### src/rtl/mem_arbiter_if.sv
// Requester-side bus of mem_arbiter: instruction fetch port and data load/store port.
// The arbiter takes the slave modport; the requesters (or a testbench) take master.
interface mem_arbiter_if;
  logic        ireq_valid_i;
  logic        ireq_ready_o;
  logic [31:0] ireq_addr_i;
  logic        irsp_valid_o;
  logic [31:0] irsp_data_o;
  logic        irsp_error_o;

  logic        dreq_valid_i;
  logic        dreq_ready_o;
  logic        dreq_write_i;
  logic [1:0]  dreq_size_i;
  logic [31:0] dreq_addr_i;
  logic [31:0] dreq_wdata_i;
  logic        drsp_valid_o;
  logic [31:0] drsp_rdata_o;
  logic        drsp_error_o;

  modport slave (
    input  ireq_valid_i, ireq_addr_i,
    output ireq_ready_o, irsp_valid_o, irsp_data_o, irsp_error_o,
    input  dreq_valid_i, dreq_write_i, dreq_size_i, dreq_addr_i, dreq_wdata_i,
    output dreq_ready_o, drsp_valid_o, drsp_rdata_o, drsp_error_o
  );

  modport master (
    output ireq_valid_i, ireq_addr_i,
    input  ireq_ready_o, irsp_valid_o, irsp_data_o, irsp_error_o,
    output dreq_valid_i, dreq_write_i, dreq_size_i, dreq_addr_i, dreq_wdata_i,
    input  dreq_ready_o, drsp_valid_o, drsp_rdata_o, drsp_error_o
  );
endinterface

### src/rtl/mem_arbiter.sv
// Two-port (fetch/data) arbiter onto a single memory with a grant -> access -> response pipeline.
// Define MEM_ARBITER_ROUND_ROBIN_EN for round-robin arbitration; default is fixed data priority.
module mem_arbiter #(
  parameter logic [31:0] START_ADDR = 32'h0001_0000,
  parameter int unsigned MEM_SIZE   = 65536
) (
  input  logic         clk_i,
  input  logic         reset_ni,
  mem_arbiter_if.slave bus,
  output logic [31:0]  mem_rd_addr_o,
  output logic [1:0]   mem_rd_size_o,
  input  logic [31:0]  mem_rd_data_i,
  output logic         mem_wr_enable_o,
  output logic [31:0]  mem_wr_addr_o,
  output logic [1:0]   mem_wr_size_o,
  output logic [31:0]  mem_wr_data_o
);

  localparam logic [1:0]  SIZE_BYTE = 2'd0;
  localparam logic [1:0]  SIZE_HALF = 2'd1;
  localparam logic [1:0]  SIZE_WORD = 2'd2;
  localparam logic [32:0] END_ADDR  = 33'(START_ADDR) + 33'(MEM_SIZE);

  typedef enum logic {PORT_D = 1'b0, PORT_I = 1'b1} port_e;

  logic grant_d_c, grant_i_c, grant_c;

`ifdef MEM_ARBITER_ROUND_ROBIN_EN
  port_e rr_ptr_q;

  always_comb begin
    grant_d_c = 1'b0;
    grant_i_c = 1'b0;
    if (reset_ni) begin
      if (bus.dreq_valid_i && bus.ireq_valid_i) begin
        if (rr_ptr_q == PORT_D) grant_d_c = 1'b1;
        else                    grant_i_c = 1'b1;
      end else begin
        grant_d_c = bus.dreq_valid_i;
        grant_i_c = bus.ireq_valid_i;
      end
    end
  end

  // Pointer moves past whichever port was just served.
  always_ff @(posedge clk_i) begin
    if (!reset_ni)      rr_ptr_q <= PORT_D;
    else if (grant_d_c) rr_ptr_q <= PORT_I;
    else if (grant_i_c) rr_ptr_q <= PORT_D;
  end
`else
  always_comb begin
    grant_d_c = reset_ni && bus.dreq_valid_i;
    grant_i_c = reset_ni && bus.ireq_valid_i && !bus.dreq_valid_i;
  end
`endif

  assign grant_c          = grant_d_c || grant_i_c;
  assign bus.dreq_ready_o = grant_d_c;
  assign bus.ireq_ready_o = grant_i_c;

  // Stage A: select the granted request and classify it.
  logic        sel_write_c;
  logic [1:0]  sel_size_c;
  logic [31:0] sel_addr_c;
  logic [2:0]  sel_bytes_c;
  logic [32:0] sel_end_c;
  logic        sel_err_c;

  always_comb begin
    sel_write_c = grant_d_c && bus.dreq_write_i;
    sel_size_c  = grant_d_c ? bus.dreq_size_i : SIZE_WORD;
    sel_addr_c  = grant_d_c ? bus.dreq_addr_i : bus.ireq_addr_i;
    case (sel_size_c)
      SIZE_BYTE: sel_bytes_c = 3'd1;
      SIZE_HALF: sel_bytes_c = 3'd2;
      default:   sel_bytes_c = 3'd4;
    endcase
    sel_end_c = 33'(sel_addr_c) + 33'(sel_bytes_c);
    // Size code 3 has no defined width and is rejected.
    sel_err_c = (sel_addr_c < START_ADDR) || (sel_end_c > END_ADDR)
             || ((sel_size_c == SIZE_HALF) && sel_addr_c[0])
             || ((sel_size_c == SIZE_WORD) && (sel_addr_c[1:0] != 2'b00))
             || (sel_size_c == 2'd3);
  end

  // Stage B bookkeeping travelling alongside the memory access.
  logic       b_valid_q;
  port_e      b_port_q;
  logic       b_write_q;
  logic       b_err_q;
  logic [1:0] b_size_q;
  logic       wr_en_q;
  logic [31:0] rsp_data_c;

  always_comb begin
    rsp_data_c = 32'h0;
    if (!b_err_q && !b_write_q) begin
      case (b_size_q)
        SIZE_BYTE: rsp_data_c = {24'h0, mem_rd_data_i[7:0]};
        SIZE_HALF: rsp_data_c = {16'h0, mem_rd_data_i[15:0]};
        default:   rsp_data_c = mem_rd_data_i;
      endcase
    end
  end

  // Reset also suppresses a write already staged for this cycle.
  assign mem_wr_enable_o = wr_en_q && reset_ni;

  always_ff @(posedge clk_i) begin
    if (!reset_ni) begin
      b_valid_q         <= 1'b0;
      b_port_q          <= PORT_D;
      b_write_q         <= 1'b0;
      b_err_q           <= 1'b0;
      b_size_q          <= SIZE_WORD;
      wr_en_q           <= 1'b0;
      mem_rd_addr_o     <= 32'h0;
      mem_rd_size_o     <= 2'd0;
      mem_wr_addr_o     <= 32'h0;
      mem_wr_size_o     <= 2'd0;
      mem_wr_data_o     <= 32'h0;
      bus.irsp_valid_o  <= 1'b0;
      bus.irsp_data_o   <= 32'h0;
      bus.irsp_error_o  <= 1'b0;
      bus.drsp_valid_o  <= 1'b0;
      bus.drsp_rdata_o  <= 32'h0;
      bus.drsp_error_o  <= 1'b0;
    end else begin
      b_valid_q <= grant_c;
      wr_en_q   <= grant_c && sel_write_c && !sel_err_c;
      if (grant_c) begin
        b_port_q      <= grant_i_c ? PORT_I : PORT_D;
        b_write_q     <= sel_write_c;
        b_err_q       <= sel_err_c;
        b_size_q      <= sel_size_c;
        mem_rd_addr_o <= sel_addr_c;
        mem_rd_size_o <= sel_size_c;
        mem_wr_addr_o <= sel_addr_c;
        mem_wr_size_o <= sel_size_c;
        mem_wr_data_o <= bus.dreq_wdata_i;
      end
      bus.irsp_valid_o <= b_valid_q && (b_port_q == PORT_I);
      bus.drsp_valid_o <= b_valid_q && (b_port_q == PORT_D);
      if (b_valid_q && (b_port_q == PORT_I)) begin
        bus.irsp_data_o  <= rsp_data_c;
        bus.irsp_error_o <= b_err_q;
      end
      if (b_valid_q && (b_port_q == PORT_D)) begin
        bus.drsp_rdata_o <= rsp_data_c;
        bus.drsp_error_o <= b_err_q;
      end
    end
  end

endmodule

### src/flat_wrapper.sv
// flat-port wrapper written by rule: the top's interface ports become plain ports
module mem_arbiter_flat 
#(
  parameter logic [31:0] START_ADDR = 32'h0001_0000,
  parameter int unsigned MEM_SIZE   = 65536
)
  (clk_i, reset_ni, mem_rd_addr_o, mem_rd_size_o, mem_rd_data_i, mem_wr_enable_o, mem_wr_addr_o, mem_wr_size_o, mem_wr_data_o, bus_ireq_valid_i, bus_ireq_addr_i, bus_ireq_ready_o, bus_irsp_valid_o, bus_irsp_data_o, bus_irsp_error_o, bus_dreq_valid_i, bus_dreq_write_i, bus_dreq_size_i, bus_dreq_addr_i, bus_dreq_wdata_i, bus_dreq_ready_o, bus_drsp_valid_o, bus_drsp_rdata_o, bus_drsp_error_o);
  mem_arbiter_if bus_i ();
  input  logic clk_i;
  input  logic reset_ni;
  output logic [31:0] mem_rd_addr_o;
  output logic [1:0] mem_rd_size_o;
  input  logic [31:0] mem_rd_data_i;
  output logic mem_wr_enable_o;
  output logic [31:0] mem_wr_addr_o;
  output logic [1:0] mem_wr_size_o;
  output logic [31:0] mem_wr_data_o;
  input wire logic [$bits(bus_i.ireq_valid_i)-1:0] bus_ireq_valid_i;
  input wire logic [$bits(bus_i.ireq_addr_i)-1:0] bus_ireq_addr_i;
  output wire logic [$bits(bus_i.ireq_ready_o)-1:0] bus_ireq_ready_o;
  output wire logic [$bits(bus_i.irsp_valid_o)-1:0] bus_irsp_valid_o;
  output wire logic [$bits(bus_i.irsp_data_o)-1:0] bus_irsp_data_o;
  output wire logic [$bits(bus_i.irsp_error_o)-1:0] bus_irsp_error_o;
  input wire logic [$bits(bus_i.dreq_valid_i)-1:0] bus_dreq_valid_i;
  input wire logic [$bits(bus_i.dreq_write_i)-1:0] bus_dreq_write_i;
  input wire logic [$bits(bus_i.dreq_size_i)-1:0] bus_dreq_size_i;
  input wire logic [$bits(bus_i.dreq_addr_i)-1:0] bus_dreq_addr_i;
  input wire logic [$bits(bus_i.dreq_wdata_i)-1:0] bus_dreq_wdata_i;
  output wire logic [$bits(bus_i.dreq_ready_o)-1:0] bus_dreq_ready_o;
  output wire logic [$bits(bus_i.drsp_valid_o)-1:0] bus_drsp_valid_o;
  output wire logic [$bits(bus_i.drsp_rdata_o)-1:0] bus_drsp_rdata_o;
  output wire logic [$bits(bus_i.drsp_error_o)-1:0] bus_drsp_error_o;
  assign bus_i.ireq_valid_i = bus_ireq_valid_i;
  assign bus_i.ireq_addr_i = bus_ireq_addr_i;
  assign bus_ireq_ready_o = bus_i.ireq_ready_o;
  assign bus_irsp_valid_o = bus_i.irsp_valid_o;
  assign bus_irsp_data_o = bus_i.irsp_data_o;
  assign bus_irsp_error_o = bus_i.irsp_error_o;
  assign bus_i.dreq_valid_i = bus_dreq_valid_i;
  assign bus_i.dreq_write_i = bus_dreq_write_i;
  assign bus_i.dreq_size_i = bus_dreq_size_i;
  assign bus_i.dreq_addr_i = bus_dreq_addr_i;
  assign bus_i.dreq_wdata_i = bus_dreq_wdata_i;
  assign bus_dreq_ready_o = bus_i.dreq_ready_o;
  assign bus_drsp_valid_o = bus_i.drsp_valid_o;
  assign bus_drsp_rdata_o = bus_i.drsp_rdata_o;
  assign bus_drsp_error_o = bus_i.drsp_error_o;
  mem_arbiter #(.START_ADDR(START_ADDR), .MEM_SIZE(MEM_SIZE)) u_core (.clk_i(clk_i), .reset_ni(reset_ni), .bus(bus_i), .mem_rd_addr_o(mem_rd_addr_o), .mem_rd_size_o(mem_rd_size_o), .mem_rd_data_i(mem_rd_data_i), .mem_wr_enable_o(mem_wr_enable_o), .mem_wr_addr_o(mem_wr_addr_o), .mem_wr_size_o(mem_wr_size_o), .mem_wr_data_o(mem_wr_data_o));
endmodule
### config.mk
export PLATFORM = sky130hd
export DESIGN_NAME = mem_arbiter_flat
export DESIGN_NICKNAME = d
export VERILOG_FILES = /design/src/rtl/mem_arbiter_if.sv /design/src/rtl/mem_arbiter.sv /design/src/flat_wrapper.sv
export SDC_FILE = /design/constraint.sdc
export NUM_CORES = 1
export LEC_CHECK = 0
export CORE_ASPECT_RATIO = 0.75
export CORE_MARGIN = 3
export CORE_UTILIZATION = 40
export DETAILED_ROUTE_END_ITERATION = 8
export PLACE_DENSITY_LB_ADDON = 0.08
export REMOVE_ABC_BUFFERS = 1
export SLEW_MARGIN = 10
export SYNTH_ARGS = -nofsm -noshare
export SYNTH_HDL_FRONTEND = slang
export SYNTH_SLANG_ARGS = --single-unit
### constraint.sdc
create_clock -name clk_i -period 12.85 [get_ports clk_i]
set_input_delay 2.57 -clock clk_i [delete_from_list [all_inputs] [get_ports clk_i]]
set_output_delay 2.57 -clock clk_i [all_outputs]
set_load 0.02 [all_outputs]
# --- Word-level counts from Yosys, hierarchy flattened ---
# Cells that the tools add are included.
totals:
  reg_bits: 141
  word_cells: 53
  romBits: 0
  memories: 0
  latch_bits: 0
  ram_bits: 0
classes:
  eq_ne: 4
  bitwise: 1
  order_cmp: 2
  n_reduce_logical: 24
  add_sub_neg: 1
  n_shift: 0
  mul: 0
  mux: 6
  n_div: 0
op_table:
  columns: ["operator", "n"]
  rows:
  - ["32-bit two-way mux", 2]
  - ["32-bit one-hot mux with 2 select lines", 1]
  - ["32-bit by 3-bit adder with 33-bit output", 1]
  - ["33-bit by 18-bit > comparator with 1-bit output, second input constant", 1]
  - ["32-bit by 17-bit < comparator with 1-bit output, second input constant", 1]
  - ["1-bit logical AND", 12]
  - ["3-bit one-hot mux with 2 select lines", 1]
  - ["1-bit logical OR", 5]
  - ["2-bit by 1-bit equality test with 1-bit output, second input constant", 2]
  - ["2-bit equality test, second input constant", 2]
  - ["1-bit zero test", 4]
  - ["2-bit zero test", 2]
  - ["2-bit two-way mux", 1]
  - ["2-bit nonzero test", 1]
  - ["1-bit two-way mux", 1]
  - ["1-bit NOT", 1]

# --- Depth between registers and ports, before layout ---
# Gate-level depths: netlist (run 1).
depth:
  word_depth: 12
  depth_mapped: 19
  mapped_depth_nobuf: 14

# --- Least setup slack after synthesis (run 1) ---
# OpenSTA, ideal clock, no wires.
synth_timing:
  kind: "input to output"
  startpoint: "input reset_ni"
  endpoint: "output mem_wr_enable_o"
  slack_ps: 6514
  required_time_ps: 10280
  path_stages: 6
  arrival_time_ps: 3766
  path_cell_list: "buf_6 > buf_4 > clkbuf_1 > clkbuf_1 > clkbuf_1 > and2_1"
synth_via:
  elab_chain_len: 1
synth_rtl:
  columns: ["element", "line_no", "text"]
  rows:
  - ["start, declared", "flat_wrapper.sv:10", "input logic reset_ni;"]
  - ["1-bit logical AND", "mem_arbiter.sv:108", "assign mem_wr_enable_o = wr_en_q && reset_ni;"]
  - ["end, declared", "flat_wrapper.sv:14", "output logic mem_wr_enable_o;"]
# Every way passes these cells.

# --- Worst setup path in the final report (run 1) ---
layout_timing:
  startpoint: "input bus_dreq_valid_i"
  endpoint: "output bus_dreq_ready_o"
layout_via:
  elab_chain_len: 1
layout_rtl:
  columns: ["element", "line_no", "text"]
  rows:
  - ["start, declared", "flat_wrapper.sv:24", "input wire logic [$bits(bus_i.dreq_valid_i)-1:0] bus_dreq_valid_i;"]
  - ["1-bit logical AND", "mem_arbiter.sv:53", "grant_d_c = reset_ni && bus.dreq_valid_i;"]
  - ["end, declared", "flat_wrapper.sv:29", "output wire logic [$bits(bus_i.dreq_ready_o)-1:0] bus_dreq_ready_o;"]
# Every way passes these cells.

==> reports/results.tsv, run 1 <==
metric	value	unit
post-layout minimum cycle time	7180	ps
synth unique cells	75	
top_reg_cell synth	dfxtp_1	
number of antenna violations at the first check in global routing	0	
Hold Crit Class	reg -> reg	
Worst Tran Pin Value	1200	ps
NumNets Final	1225	
non-filler cells, final	1335	
vias in the first global route	6686	
status	complete, no violations	
Synth Cell Area	0.00720	mm^2
#FFs+latches synth	140	
Post-DRT Antenna Nets	0	
count of final hold-check violations	0	
critical path type	in -> out	
Leak	3.82	nW
RSZ-0062 raised after global routing	false	
count of hold-fix buffers inserted at cts	0	
Rel. slew slack	20.0	%
CP max-delay cell	clkdlybuf4s50_1	
asr flop ratio synth	0	%
first-pass GRT wire length	37600	um
max incr delay on CP	710	ps
commonest non-fill, non-tap cell in the layout	clkdlybuf4s50_1	
via count	7076	
num ports	306	
Critical Path RT	10280	ps
FMAX	0.139	GHz
global route overflow	0	
Clock Path Buffers	2	
layout cells sized above 1	6.92	%
CTS tree	yes	
Mapped Cells	849	
Num CTS Buffers	17	
initial DRC count	546	
max cap viols	0	
core area	0.0172	mm^2
dpl hpwl	17600	um
Post-synth EDFFs	0	
P per Cell Area	111	mW/mm^2
worst-path maximum fanout	63	
final cycle utilization of the critical path	55.9	%
Fill cells	1566	
clk sink count	140	
Placed Cells	1303	
post_cts resized	0	
post-CTS setup repair buffer count	0	
Finished Core Util	61.7	%
worst hold margin	462	ps
Max VDD drop	0.0792	mV
setup TNS	0	ps
Skew-Pair Late Insertion Delay	420	ps
full die area	0.0197	mm^2
Max Slew Vio Count	0	
depth of the CTS H-tree	4	
Critical Path AT	4610	ps
Port Buffer Count	305	
Initial Util	41.8	%
Die Width	161	um
DR WL/cell	18.1	um
Avg Synthesized Cell Area	8.48	um^2
DRC errors left	0	
first-pass iteration count of the detailed router	5	
largest net degree at the start of global routing	85	
most frequent cells in the layout	clkdlybuf4s50_1 (302), nand2_1 (153), dfxtp_1 (140), nand3_1 (82), a21boi_0 (66)	
area grow syn2layout	47.6	%
gr usage total	24.1	%
clock-pin transition on the worst setup and hold timing paths	60	ps
ant diodes	0	
multi-input logic area	0.00385	mm^2
vias per cell	5.30	
routability cong.	0.878	
YS warnings	0	
drt total wl	24100	um
Setup crit start kind	primary input	
Final setup violation count	0	
critical-path cell list	buf_2 > buf_4 > nand2_4 > inv_8 > clkdlybuf4s50_1	
Root Driver	clkbuf_16	
sequential cell area	0.00280	mm^2
Core Rows	41	
clk_skew	10.2	ps
Worst Setup End Kind	primary output	
Seq/Total Area, Yosys	38.9	%
Die H	122	um
[registers in the layout (all words and copies together) (netlist names), 2 cells and up]
name and cells:
u_core.mem_rd_addr_o 32, u_core.b_size_q 2, u_core.mem_wr_data_o 32, u_core.bus.irsp_data_o 32, u_core.bus.drsp_rdata_o 32
[worst paths after layout]
kind                                              start                         end  slack, ps  cells after the start
worst min-delay path            u_core.bus.irsp_error_o     u_core.bus.irsp_error_o        460                      2
worst min register to register  u_core.bus.irsp_error_o     u_core.bus.irsp_error_o        460                      2
worst max register to register           u_core.b_err_q  u_core.bus.drsp_rdata_o[8]      10950                      4
worst max-delay path                   bus_dreq_valid_i            bus_dreq_ready_o       5670                      5
[metrics by stage]
stage                     worst slack, ps  instance area, um^2  power, mW
after CTS                            5680                10600       1.19
final                                5670                10600       1.18
after global routing                 5520                10600       1.23
after detailed placement             5670                10100      0.722
after floorplan                      7240                 6660      0.581
after global placement               5690                10100      0.721
[cell type report]
class / count / area share, %
Multi-Input combinational cell: 609 / 36.2
Timing Repair Buffer: 314 / 29.2
Sequential cell: 140 / 26.4
Clock buffer: 20 / 4.20
Tap cell: 236 / 2.78
Clock inverter: 12 / 0.989
Inverter: 4 / 0.212
[logic make-up (layout without fill, tap and decap cells)]
kind of cell	count (synthesis)	count (layout)	synth area share [%]
xor+xnor	12	12	1.46
flops	140	140	38.9
simple gates	354	354	24.7
mux	45	45	6.31
fa+ha+maj	4	4	0.799
buf+inv	100	350	7.78
compound gates	194	194	20.1
[power by group]
part           internal (mW)  total (mW)  switching (mW)
clock network          0.257       0.464           0.207
registers              0.454       0.467          0.0133
logic                  0.117       0.246           0.129
[critical path, delay by kind of cell]
family | cells | cell delay (ps)
buf+inv | 4 | 1670
simple gates | 1 | 350
[per-layer routing]
metal	GRT usage [%]	up-vias	share of wire [%]
li1	-	3464	-
met1	34.3	3285	47
met2	35.8	298	43
met3	6.22	29	7.9
met4	7.63	0	2.0
met5	0	-	0
[synth_stat cells (3+ instances only)]
| master | count | area [um^2] |
|---|---|---|
| clkbuf_1 | 44 | 165 |
| and2_1 | 24 | 150 |
| a22o_1 | 36 | 315 |
| nand4_1 | 17 | 106 |
| o22ai_1 | 4 | 25.0 |
| nor4_1 | 12 | 75.1 |
| a31oi_1 | 3 | 18.8 |
| buf_1 | 8 | 30.0 |
| inv_1 | 3 | 11.3 |
| nor2b_1 | 3 | 18.8 |
| o21ai_2 | 6 | 52.6 |
| xnor2_1 | 8 | 70.1 |
| a21oi_1 | 11 | 55.1 |
| nor2_1 | 17 | 63.8 |
| nand3b_1 | 4 | 30.0 |
| xor2_1 | 4 | 35.0 |
| mux2i_1 | 42 | 420 |
| o21ai_1 | 5 | 25.0 |
| and3_1 | 4 | 25.0 |
| nand2_2 | 3 | 18.8 |
| ha_1 | 3 | 37.5 |
| nand2_1 | 153 | 574 |
| buf_6 | 3 | 33.8 |
| dfxtp_1 | 140 | 2800 |
| a21boi_0 | 66 | 495 |
| nand2b_1 | 3 | 18.8 |
| buf_4 | 38 | 285 |
| o21ai_0 | 35 | 175 |
| nor3_1 | 8 | 40.0 |
| o2111ai_1 | 3 | 26.3 |
| nand3_1 | 82 | 410 |
| o21a_1 | 3 | 22.5 |
Power figures use the tool's default switching activity.
==> inputs of run 2 (changes only) <==
--- a/config.mk
+++ b/config.mk
@@ -7,7 +7,7 @@
 export LEC_CHECK = 0
 export CORE_ASPECT_RATIO = 0.75
 export CORE_MARGIN = 3
-export CORE_UTILIZATION = 40
+export CORE_UTILIZATION = 39
 export DETAILED_ROUTE_END_ITERATION = 8
 export PLACE_DENSITY_LB_ADDON = 0.08
 export REMOVE_ABC_BUFFERS = 1
==> constraint.sdc (replaced) <==
create_clock -name clk_i -period 6 [get_ports clk_i]
set_input_delay 1.2 -clock clk_i [delete_from_list [all_inputs] [get_ports clk_i]]
set_output_delay 1.2 -clock clk_i [all_outputs]
set_load 0.02 [all_outputs]
==> run 2 against run 1 <==
Worst setup slack lost 4200 ps. Final cell count grew 0.67%. First-iteration DRC count fell by 2.9%. Total power grew 130%. Critical path type unchanged. Count of clock-buffer cells in the layout up 1. Clock skew rose by 6.2 ps. Critical path depth is 1 higher. Sequential power rose by 110%. Global-route usage fell by 0.65 points. Combinational power increased by 120%.
==> reports/results.tsv, run 2 (same netlist as run 1, synthesis figures left out) <==
metric	value	unit
vias in the first global route	6641	
Worst Setup End Kind	primary output	
worst-path maximum fanout	67	
critical path type	in -> out	
first-pass iteration count of the detailed router	5	
num ports	306	
Fill cells	1600	
Critical Path AT	3290	ps
full die area	0.0202	mm^2
global route overflow	0	
dpl hpwl	17900	um
Setup crit start kind	primary input	
count of hold-fix buffers inserted at cts	0	
Core Rows	42	
Port Buffer Count	305	
Critical Path RT	4800	ps
P per Cell Area	249	mW/mm^2
Skew-Pair Late Insertion Delay	420	ps
core area	0.0179	mm^2
Die H	124	um
clk sink count	140	
first-pass GRT wire length	37200	um
clock-pin transition on the worst setup and hold timing paths	50	ps
vias per cell	5.27	
NumNets Final	1228	
Final setup violation count	0	
DRC errors left	0	
post_cts resized	0	
max cap viols	0	
via count	7081	
Hold Crit Class	reg -> reg	
DR WL/cell	18.2	um
worst hold margin	444	ps
Leak	3.88	nW
Rel. slew slack	21.8	%
status	complete, no violations	
layout cells sized above 1	6.90	%
Root Driver	clkbuf_16	
clk_skew	16.4	ps
ant diodes	0	
Max VDD drop	0.147	mV
Post-DRT Antenna Nets	0	
post-layout minimum cycle time	4490	ps
Initial Util	40.3	%
initial DRC count	530	
setup TNS	0	ps
final cycle utilization of the critical path	74.9	%
RSZ-0062 raised after global routing	false	
FMAX	0.222	GHz
area grow syn2layout	49.1	%
commonest non-fill, non-tap cell in the layout	clkdlybuf4s50_1	
post-CTS setup repair buffer count	0	
number of antenna violations at the first check in global routing	0	
Num CTS Buffers	17	
Worst Tran Pin Value	1170	ps
Clock Path Buffers	2	
gr usage total	23.4	%
Die Width	163	um
count of final hold-check violations	0	
drt total wl	24400	um
depth of the CTS H-tree	4	
CTS tree	yes	
Power Total	2.67	mW
most frequent cells in the layout	clkdlybuf4s50_1 (303), nand2_1 (153), dfxtp_1 (140), nand3_1 (82), a21boi_0 (66)	
largest net degree at the start of global routing	68	
routability cong.	0.873	
Max Slew Vio Count	0	
-- run 2: cell type report --
cell class	count	area, um^2	area share (%)
clock buffers	21	450	4.19
clock inverters	11	180	1.68
repair buffers	317	3130	29.2
inverters	4	22.5	0.210
well taps	242	303	2.82
multi-input cells	609	3850	35.8
flip-flops and latches	140	2800	26.1
-- run 2: report_power, final --
part | internal, mW | switching (mW) | leakage, nW
Clock | 0.715 | 0.428 | 0.303
Combinational | 0.252 | 0.278 | 2.43
Sequential | 0.972 | 0.0283 | 1.15
-- run 2: critical path, cell delays in order --
cell,delay (ps)
buf_2,120
buf_4,370
buf_4,560
nand2b_1,230
nor2_1,140
clkdlybuf4s50_1,640
-- run 2: through the flow --
stage | cells | utilization (%) | area [um^2] | setup slack [ps]
finish | 1344 | 60.1 | 10700 | 1510
global route | 1344 | 60.1 | 10700 | 1350
CTS | 1344 | 60.1 | 10700 | 1480
detailed placement | 1312 | 56.6 | 10100 | 1370
global placement | 1312 | 56.6 | 10100 | 1400
floorplan | 753 | - | 6660 | 1890
-- run 2: metal layers --
| metal | vias up | global-route usage (%) | part of all wire [%] |
|---|---|---|---|
| li1 | 3471 | - | - |
| met1 | 3254 | 32.3 | 45 |
| met2 | 323 | 34.8 | 43 |
| met3 | 33 | 8.28 | 10 |
| met4 | 0 | 6.60 | 1.8 |
| met5 | - | 0 | 0 |
-- run 2: worst paths after layout --
path,start,endpoint,slack (ps),cells after the start
setup reg to reg,u_core.b_err_q,u_core.bus.drsp_rdata_o[9],3760,4
hold / removal,u_core.b_write_q,u_core.b_write_q,440,2
hold reg to reg,u_core.b_write_q,u_core.b_write_q,440,2
setup / recovery,reset_ni,bus_ireq_ready_o,1510,6
==> inputs of run 3 (changes only) <==
--- a/config.mk
+++ b/config.mk
@@ -7,7 +7,7 @@
 export LEC_CHECK = 0
 export CORE_ASPECT_RATIO = 0.75
 export CORE_MARGIN = 3
-export CORE_UTILIZATION = 39
+export CORE_UTILIZATION = 40
 export DETAILED_ROUTE_END_ITERATION = 8
 export PLACE_DENSITY_LB_ADDON = 0.08
 export REMOVE_ABC_BUFFERS = 1
==> constraint.sdc (replaced) <==
create_clock -name clk_i -period 4.71 [get_ports clk_i]
set_input_delay 0.942 -clock clk_i [delete_from_list [all_inputs] [get_ports clk_i]]
set_output_delay 0.942 -clock clk_i [all_outputs]
set_load 0.02 [all_outputs]
==> run 3 against run 2 <==
Die area shrank 2.4%. Worst setup slack got worse by 670 ps. Total power up 21%. Via count fell by 0.13%. Sequential power increased by 27%. Wire length fell by 1.2%. First-iteration DRC count grew 9.4%. Final cell count down 0.37%.
==> reports/results.tsv, run 3 (same netlist as run 1, synthesis figures left out) <==
metric	value	unit
num ports	306	
count of final hold-check violations	0	
status	complete, no violations	
core area	0.0172	mm^2
Die H	122	um
hold path depth	2	
DRC errors left	0	
clk sink count	140	
RSZ-0062 raised after global routing	false	
critical-path cell list	buf_2 > nand2_4 > inv_8 > nand2_1 > nand2_1 > ha_1 > fa_1 > a21o_1 > a211o_1 > o221ai_1 > nand4_1 > o41a_1 > o41ai_1 > nand3_1	
drt total wl	24100	um
first-pass iteration count of the detailed router	7	
Hold Crit Class	reg -> reg	
Die Width	161	um
largest net degree at the start of global routing	57	
wl on met1	11200	um
Worst R2R Path Depth	4	
post-layout minimum cycle time	3880	ps
routability cong.	0.892	
Final setup violation count	0	
final cycle utilization of the critical path	82.4	%
Num CTS Buffers	17	
cell mode on critical path	nand2_1	
Worst Setup End Kind	flip-flop	
first-pass GRT wire length	37000	um
post-CTS setup repair buffer count	0	
critical path type	in -> reg	
Core Rows	41	
commonest non-fill, non-tap cell in the layout	clkdlybuf4s50_1	
vias per cell	5.28	
most frequent cells in the layout	clkdlybuf4s50_1 (302), nand2_1 (153), dfxtp_1 (140), nand3_1 (82), a21boi_0 (66)	
NumNets Final	1229	
initial DRC count	580	
placed cell areas	0.0101	mm^2
via count	7072	
Critical Path RT	5000	ps
Skew-Pair Late Insertion Delay	420	ps
ant diodes	0	
Initial Util	41.8	%
number of antenna violations at the first check in global routing	0	
Clock Path Buffers	2	
P per Cell Area	303	mW/mm^2
CP max-delay cell	o41a_1	
Root Driver	clkbuf_16	
vias in the first global route	6650	
WL met2	10700	um
dpl hpwl	17700	um
Max VDD drop	0.228	mV
DR WL/cell	18.0	um
Port Buffer Count	305	
max incr delay on CP	460	ps
gr usage total	23.6	%
Met3 Routed Length	1830	um
uppermost routed layer	met4	
max cap viols	0	
clock-pin transition on the worst setup and hold timing paths	70	ps
layout cells sized above 1	7.34	%
Critical Path AT	4170	ps
Post-DRT Antenna Nets	0	
post-route design area	0.0107	mm^2
depth of the CTS H-tree	4	
CTS tree	yes	
global route overflow	0	
count of hold-fix buffers inserted at cts	0	
Rel. slew slack	27.1	%
worst-path maximum fanout	32	
Worst Tran Pin Value	1090	ps
full die area	0.0197	mm^2
post_cts resized	0	
Setup crit start kind	primary input	
Finished Core Util	61.9	%
Leak	3.85	nW
Max Slew Vio Count	0	
clk_skew	12.2	ps
area grow syn2layout	48.1	%
setup TNS	0	ps
FMAX	0.258	GHz
==> run 3: through the flow <==
stage	setup WS [ps]	power, mW	hold slack (ps)	std cells
finish	831	3.23	443	1339
global route	677	3.36	478	1339
CTS	884	3.26	446	1339
detailed placement	431	1.97	435	1307
global placement	496	1.97	433	1307
floorplan	862	1.59	422	753
==> run 3: where the power goes <==
part / internal, mW / total, mW / switching, mW
combinational: 0.321 / 0.672 / 0.351
sequential: 1.24 / 1.27 / 0.0364
clock: 0.694 / 1.29 / 0.592
total: 2.25 / 3.23 / 0.979
==> run 3: final cells by class <==
cell class,count,area [um^2]
fillers,1600,6570
multi-input cells,609,3850
repair buffers,318,3140
flip-flops and latches,140,2800
clock buffers,17,425
well taps,236,295
clock inverters,15,138
inverters,4,22.5
==> run 3: per-layer routing <==
layer / GRT usage, % / vias to the layer above
met4: 5.86 / 0
met2: 35.9 / 277
met3: 6.42 / 22
met5: 0 / -
met1: 33.3 / 3304
li1: - / 3469
==> run 3: worst paths after layout <==
kind	startpoint	slack, ps	endpoint
worst max-delay path	reset_ni	830	u_core.b_err_q
worst min-delay path	u_core.b_write_q	440	u_core.b_write_q
worst max register to register	u_core.b_err_q	2540	u_core.bus.irsp_data_o[10]
worst min register to register	u_core.b_write_q	440	u_core.b_write_q
==> run 3: critical path: cells and delay by family <==
kind            cells  cell delay, ps
compound gates      5            1540
fa+ha+maj           2             650
buf+inv             2             320
simple gates        5             710
